`config.mk`:
```
export PLATFORM = sky130hd
export DESIGN_NAME = mem_arbiter_flat
export DESIGN_NICKNAME = d
export VERILOG_FILES = /design/src/rtl/mem_arbiter_pkg.sv /design/src/rtl/mem_arbiter_if.sv /design/src/rtl/mem_arbiter_rr_arb2.sv /design/src/rtl/mem_arbiter.sv /design/src/flat_wrapper.sv
export SDC_FILE = /design/constraint.sdc
export NUM_CORES = 1
export LEC_CHECK = 0
export BUFFER_PORTS_ARGS = -buffer_cell sky130_fd_sc_hd__buf_2
export CORE_MARGIN = 2
export CORE_UTILIZATION = 41
export DETAILED_ROUTE_END_ITERATION = 10
export PLACE_DENSITY_LB_ADDON = 0.15
export SYNTH_ARGS = -nofsm -noshare
export SYNTH_HDL_FRONTEND = slang
export SYNTH_HIERARCHICAL = 1
export SYNTH_SLANG_ARGS = --single-unit
```
`constraint.sdc`:
```
create_clock -name clk -period 1.6 [get_ports clk]
set_input_delay 0 -clock clk [delete_from_list [all_inputs] [get_ports clk]]
set_output_delay 0 -clock clk [all_outputs]
set_load 0.02 [all_outputs]
```
`src/rtl/mem_arbiter_pkg.sv`:
```
// Shared definitions for the two-requester memory arbiter: FSM state
// encoding, requester identifiers and the latency counter width.
package mem_arbiter_pkg;

    typedef enum logic [1:0] {
        ARB_IDLE = 2'd0,
        ARB_BUSY = 2'd1,
        ARB_ACK  = 2'd2
    } arb_state_t;

    localparam logic REQ_FETCH = 1'b0;
    localparam logic REQ_DATA  = 1'b1;

    // Wide enough for LATENCY-1 with LATENCY up to 15
    localparam int CNT_W = 4;

endpackage

```
`src/rtl/mem_arbiter_if.sv`:
```
// Requester handshakes, shared read data and the memory-side bus of the
// arbiter, bundled so the arbiter and its environment share one definition.
interface mem_arbiter_if #(
    parameter int ADDR_W = 16,
    parameter int DATA_W = 16
);
    logic              f_req;
    logic [ADDR_W-1:0] f_addr;
    logic              f_ack;

    logic              d_req;
    logic              d_we;
    logic [ADDR_W-1:0] d_addr;
    logic [DATA_W-1:0] d_wdata;
    logic              d_ack;

    logic [DATA_W-1:0] rdata;
    logic              busy;
    logic              grant;

    logic              mem_en;
    logic              mem_we;
    logic [ADDR_W-1:0] mem_addr;
    logic [DATA_W-1:0] mem_wdata;
    logic [DATA_W-1:0] mem_rdata;

    modport slave (
        input  f_req, f_addr, d_req, d_we, d_addr, d_wdata, mem_rdata,
        output f_ack, d_ack, rdata, busy, grant,
               mem_en, mem_we, mem_addr, mem_wdata
    );

    modport master (
        output f_req, f_addr, d_req, d_we, d_addr, d_wdata, mem_rdata,
        input  f_ack, d_ack, rdata, busy, grant,
               mem_en, mem_we, mem_addr, mem_wdata
    );

endinterface

```
`src/rtl/mem_arbiter_rr_arb2.sv`:
```
// Combinational two-way round-robin picker: a lone requester wins outright,
// and on a tie the requester that was not granted last time wins.
module rr_arb2
    import mem_arbiter_pkg::*;
(
    input  logic [1:0] req,
    input  logic       last,
    output logic       any,
    output logic       winner
);

    always_comb begin
        any    = |req;
        winner = REQ_FETCH;
        case (req)
            2'b01:   winner = REQ_FETCH;
            2'b10:   winner = REQ_DATA;
            2'b11:   winner = ~last;
            default: winner = REQ_FETCH;
        endcase
    end

endmodule

```
`src/rtl/mem_arbiter.sv`:
```
// Shares a single-port memory between instruction fetch and data access:
// round-robin grant, fixed-latency access, one-cycle ack with read data.
module mem_arbiter
    import mem_arbiter_pkg::*;
#(
    parameter int ADDR_W  = 16,
    parameter int DATA_W  = 16,
    parameter int LATENCY = 1
) (
    input logic          clk,
    input logic          rst_n,
    mem_arbiter_if.slave bus
);

    if (LATENCY < 1 || LATENCY > 15) begin : g_bad_latency
        $error("mem_arbiter: LATENCY must be within 1..15");
    end

    localparam logic [CNT_W-1:0] CNT_INIT = CNT_W'(LATENCY - 1);

    arb_state_t        state, state_n;
    logic [CNT_W-1:0]  cnt, cnt_n;
    logic              grant_q, grant_n;
    logic [ADDR_W-1:0] addr_q, addr_n;
    logic              we_q, we_n;
    logic [DATA_W-1:0] wdata_q, wdata_n;
    logic [DATA_W-1:0] rdata_q, rdata_n;
    logic              pick_any;
    logic              pick_winner;

    rr_arb2 u_pick (
        .req    ({bus.d_req, bus.f_req}),
        .last   (grant_q),
        .any    (pick_any),
        .winner (pick_winner)
    );

    always_ff @(posedge clk or negedge rst_n) begin
        if (!rst_n) begin
            state <= ARB_IDLE;
        end else begin
            state <= state_n;
        end
    end

    // Grant resets to DATA so that FETCH wins the first tie
    always_ff @(posedge clk or negedge rst_n) begin
        if (!rst_n) begin
            cnt     <= '0;
            grant_q <= REQ_DATA;
            addr_q  <= '0;
            we_q    <= 1'b0;
            wdata_q <= '0;
            rdata_q <= '0;
        end else begin
            cnt     <= cnt_n;
            grant_q <= grant_n;
            addr_q  <= addr_n;
            we_q    <= we_n;
            wdata_q <= wdata_n;
            rdata_q <= rdata_n;
        end
    end

    always_comb begin
        state_n = state;
        cnt_n   = cnt;
        grant_n = grant_q;
        addr_n  = addr_q;
        we_n    = we_q;
        wdata_n = wdata_q;
        rdata_n = rdata_q;
        case (state)
            ARB_IDLE: begin
                if (pick_any) begin
                    state_n = ARB_BUSY;
                    cnt_n   = CNT_INIT;
                    grant_n = pick_winner;
                    if (pick_winner == REQ_DATA) begin
                        addr_n  = bus.d_addr;
                        we_n    = bus.d_we;
                        wdata_n = bus.d_wdata;
                    end else begin
                        addr_n  = bus.f_addr;
                        we_n    = 1'b0;
                        wdata_n = '0;
                    end
                end
            end
            ARB_BUSY: begin
                if (cnt == '0) begin
                    rdata_n = bus.mem_rdata;
                    we_n    = 1'b0;
                    state_n = ARB_ACK;
                end else begin
                    cnt_n = cnt - CNT_W'(1);
                end
            end
            ARB_ACK: begin
                state_n = ARB_IDLE;
            end
            default: begin
                state_n = ARB_IDLE;
            end
        endcase
    end

    assign bus.mem_en    = (state == ARB_BUSY);
    assign bus.mem_we    = we_q;
    assign bus.mem_addr  = addr_q;
    assign bus.mem_wdata = wdata_q;
    assign bus.rdata     = rdata_q;
    assign bus.busy      = (state != ARB_IDLE);
    assign bus.grant     = grant_q;
    assign bus.f_ack     = (state == ARB_ACK) && (grant_q == REQ_FETCH);
    assign bus.d_ack     = (state == ARB_ACK) && (grant_q == REQ_DATA);

endmodule

```
`src/flat_wrapper.sv`:
```
// flat-port wrapper written by rule: the top's interface ports become plain ports
module mem_arbiter_flat import mem_arbiter_pkg::*;
#(
    parameter int ADDR_W  = 16,
    parameter int DATA_W  = 16,
    parameter int LATENCY = 1
)
  (clk, rst_n, bus_f_req, bus_f_addr, bus_d_req, bus_d_we, bus_d_addr, bus_d_wdata, bus_mem_rdata, bus_f_ack, bus_d_ack, bus_rdata, bus_busy, bus_grant, bus_mem_en, bus_mem_we, bus_mem_addr, bus_mem_wdata);
  mem_arbiter_if #(.ADDR_W(ADDR_W), .DATA_W(DATA_W)) bus_i ();
  input logic clk;
  input logic rst_n;
  input wire logic [$bits(bus_i.f_req)-1:0] bus_f_req;
  input wire logic [$bits(bus_i.f_addr)-1:0] bus_f_addr;
  input wire logic [$bits(bus_i.d_req)-1:0] bus_d_req;
  input wire logic [$bits(bus_i.d_we)-1:0] bus_d_we;
  input wire logic [$bits(bus_i.d_addr)-1:0] bus_d_addr;
  input wire logic [$bits(bus_i.d_wdata)-1:0] bus_d_wdata;
  input wire logic [$bits(bus_i.mem_rdata)-1:0] bus_mem_rdata;
  output wire logic [$bits(bus_i.f_ack)-1:0] bus_f_ack;
  output wire logic [$bits(bus_i.d_ack)-1:0] bus_d_ack;
  output wire logic [$bits(bus_i.rdata)-1:0] bus_rdata;
  output wire logic [$bits(bus_i.busy)-1:0] bus_busy;
  output wire logic [$bits(bus_i.grant)-1:0] bus_grant;
  output wire logic [$bits(bus_i.mem_en)-1:0] bus_mem_en;
  output wire logic [$bits(bus_i.mem_we)-1:0] bus_mem_we;
  output wire logic [$bits(bus_i.mem_addr)-1:0] bus_mem_addr;
  output wire logic [$bits(bus_i.mem_wdata)-1:0] bus_mem_wdata;
  assign bus_i.f_req = bus_f_req;
  assign bus_i.f_addr = bus_f_addr;
  assign bus_i.d_req = bus_d_req;
  assign bus_i.d_we = bus_d_we;
  assign bus_i.d_addr = bus_d_addr;
  assign bus_i.d_wdata = bus_d_wdata;
  assign bus_i.mem_rdata = bus_mem_rdata;
  assign bus_f_ack = bus_i.f_ack;
  assign bus_d_ack = bus_i.d_ack;
  assign bus_rdata = bus_i.rdata;
  assign bus_busy = bus_i.busy;
  assign bus_grant = bus_i.grant;
  assign bus_mem_en = bus_i.mem_en;
  assign bus_mem_we = bus_i.mem_we;
  assign bus_mem_addr = bus_i.mem_addr;
  assign bus_mem_wdata = bus_i.mem_wdata;
  mem_arbiter #(.ADDR_W(ADDR_W), .DATA_W(DATA_W), .LATENCY(LATENCY)) u_core (.clk(clk), .rst_n(rst_n), .bus(bus_i));
endmodule
```
==> results.tsv <==
metric	value	unit
failing checks	negative setup slack	
Post-Route WL	6.817	mm
PortBufs	122	
Mean Syn Cell Area	11.31	um^2
drt wl/cell	13.88	um
Finish-stage setup viols	9	
Chip Height	81.89	um
Hold Path Class	input pin to flop	
Leak	0.002085	uW
first-pass iteration count of the detailed router	4	
share of layout cells above drive strength 1	43.03	%
clk sinks	56	
initial DRC count	84	
most frequent cells in the layout	buf_2, dlygate4sd3_1, dfrtp_1	
CTS clk-pin slew, worst paths	0.11	ns
Post-synth EDFFs	0	
min Tclk post-route	1.629	ns
CP Class	flop to flop	
total negative setup slack	-0.1357	ns
gr usage total	20.86	%
ant diodes	0	
Buf+Inv Stages, Crit Path	2	
core area	5886	um^2
vias	2253	
Hold Path Depth	3	
initial antenna violation count	0	
first-pass GRT wire length	10.63	mm
Die Wd	81.89	um
commonest non-fill, non-tap cell in the layout	buf_2	
Slew Limit Fails	0	
post-synth cell types	37	
VDD IR max	0.0009025	V
FP Rows	28	
reg2reg start	u_core/cnt[1]$_DFFE_PN0P_	
clock buffer depth	2	
Pwr Density	1766	nW/um^2
Worst EP required	1.79	ns
hold_ws	0.002570	ns
die area	6706	um^2
CP max stage delay	0.39	ns
TritonCTS Buffers	5	
Initial Util	42.26	%
hold endpoint	u_core/bus.mem_addr[11]$_DFFE_PN0P_	
CP max stage cell	dfrtp_1	
Top Family by Delay on Critical Path	simple AND/OR/NAND/NOR gates	
Antenna Nets Post-Route	0	
CP Launch Type	flop	
run status	complete, but fails checks	
FF+latch count, synth	56	
crit path max fanout	5	
htree depth	2	
critical path depth	6	
ys flop type	dfrtp_1	
DRC errors left	0	
crit end category	flop	
RSZ-0062 raised after global routing	true	
sequential fraction of the synthesis area	56.39	%
max-cap violations	0	
GR Overflow Total	0	
origin of the worst min-delay path	bus_f_addr[11]	
CTS tree	built	
YS warnings	6	
reg2reg setup slack	-0.03	ns
Worst Tran Pin Value	0.3078	ns
Rel. slew slack	79.44	%
critical path, cell by cell	inv_1 > ha_4 > nor3b_4 > and2_4 > clkbuf_16 > mux2_4	
layout net count	486	
part of the cycle the worst path needs	101.8	%
clock latency on the worst-skew pair	0.31	ns
R2R depth	6	
f_max	0.6139	GHz
routability congestion estimate	0.7704	
Final Hold Fails	0	
Synthesized Nets	291	
Via density	4.589	
largest net degree at the start of global routing	57	
post-detail-place hpwl	3.972	mm
PnR worst setup slack	-0.02894	ns
CP arrival	1.82	ns
clk_skew	0.01086	ns
async set-reset flop share out of synthesis	100.0	%
post-synthesis instance total	220	
number of global-route vias before repair	2299	
Reg2Reg Capture Point	u_core/bus.rdata[13]$_DFFE_PN0P_	
root buffer cell	clkbuf_8	
Layout area overhead	64.34	%
post-synthesis cell area	2487	um^2
I/O pin count	123	
[registers in the layout, indices dropped and copies added, names as in the netlist]
register and cells:
u_core/bus.mem_addr 16, u_core/bus.mem_wdata 16, u_core/cnt 4, u_core/bus.mem_we 1, u_core/state 2, u_core/bus.rdata 16
u_core/bus.grant 1
[layer usage]
layer  track usage, %  vias up  routed length, um
li1                 -     1127                  -
met1            24.00     1039               2641
met2            37.56       77               3661
met3            4.286       10                372
met4            8.500        0                141
met5                0        -                  0
[worst reg2reg max path: stages (launching register included)]
cell and delay (ns):
dfrtp_1 0.39, inv_1 0.10, ha_4 0.13, nor3b_4 0.19, and2_4 0.24, clkbuf_16 0.17
mux2_4 0.29
[logic make-up after synthesis]
group	Yosys count	synth area share [%]
multiplexers	33	15.49
buffers and inverters	18	4.678
AND/OR/NAND/NOR	73	14.34
AO/OA/AOI/OAI	38	8.099
adder cells (fa/ha/maj)	2	1.006
flip-flops	56	56.39
[cell type report]
cell class / instances / area (um^2)
Clock buffer: 6 / 82.58
Clock inverter: 2 / 15.01
Fill cell: 466 / 1798
Inverter: 3 / 11.26
Multi-Input combinational cell: 146 / 1031
Sequential cell: 56 / 1403
Tap cell: 75 / 93.84
Timing Repair Buffer: 203 / 1451
[report_power, final]
group          switching (uW)  total [uW]  internal, uW
Sequential                410        2510          2100
Clock                     456         808           351
Combinational            2070        3900          1830
[how the worst max path moves through the flow]
stage,startpoint,end,slack [ns]
floorplan,u_core/cnt[0]$_DFFE_PN0P_,u_core/bus.rdata[10]$_DFFE_PN0P_,-0.11
detailed placement,u_core/cnt[0]$_DFFE_PN0P_,u_core/cnt[1]$_DFFE_PN0P_,-0.05
finish,u_core/cnt[1]$_DFFE_PN0P_,u_core/bus.rdata[13]$_DFFE_PN0P_,-0.03
global route,u_core/cnt[0]$_DFFE_PN0P_,u_core/bus.rdata[13]$_DFFE_PN0P_,-0.07
global placement,u_core/cnt[0]$_DFFE_PN0P_,u_core/cnt[1]$_DFFE_PN0P_,-0.03
CTS,u_core/cnt[1]$_DFFE_PN0P_,u_core/bus.rdata[1]$_DFFE_PN0P_,0.001
[metrics by stage]
| step | setup WS, ns | total power (uW) | util [%] | cell area [um^2] | cells |
|---|---|---|---|---|---|
| final | -0.02894 | 7218 | 69.45 | 4088 | 491 |
| after global routing | -0.07230 | 7744 | 69.45 | 4088 | 491 |
| after CTS | 0.001072 | 7041 | 68.24 | 4016 | 490 |
| after detailed placement | -0.05460 | 5954 | 55.06 | 3241 | 416 |
| after global placement | -0.02674 | 5865 | 55.06 | 3241 | 416 |
| after floorplan | -0.1058 | 4793 | - | 2487 | 220 |
[cell usage after synthesis (all sizes together), types with 3 or more instances]
master	count	share of area [%]
inv	3	0.45
mux2	17	9.1
o21ai	32	6.4
dfrtp	55	55
nand2	52	7.8
buf	8	3.2
nand3	7	1.4
clkbuf	7	1.1
mux2i	16	6.4
[repair_timing]
item	in CTS	in global routing
hold buffers	62	1
pin swaps	2	1
cloned	0	1
setup endpoints to repair	17	18
buffers inserted	4	0
resized for setup	4	11
endpoints found under the hold margin	104	1
Power figures use the tool's default switching activity.
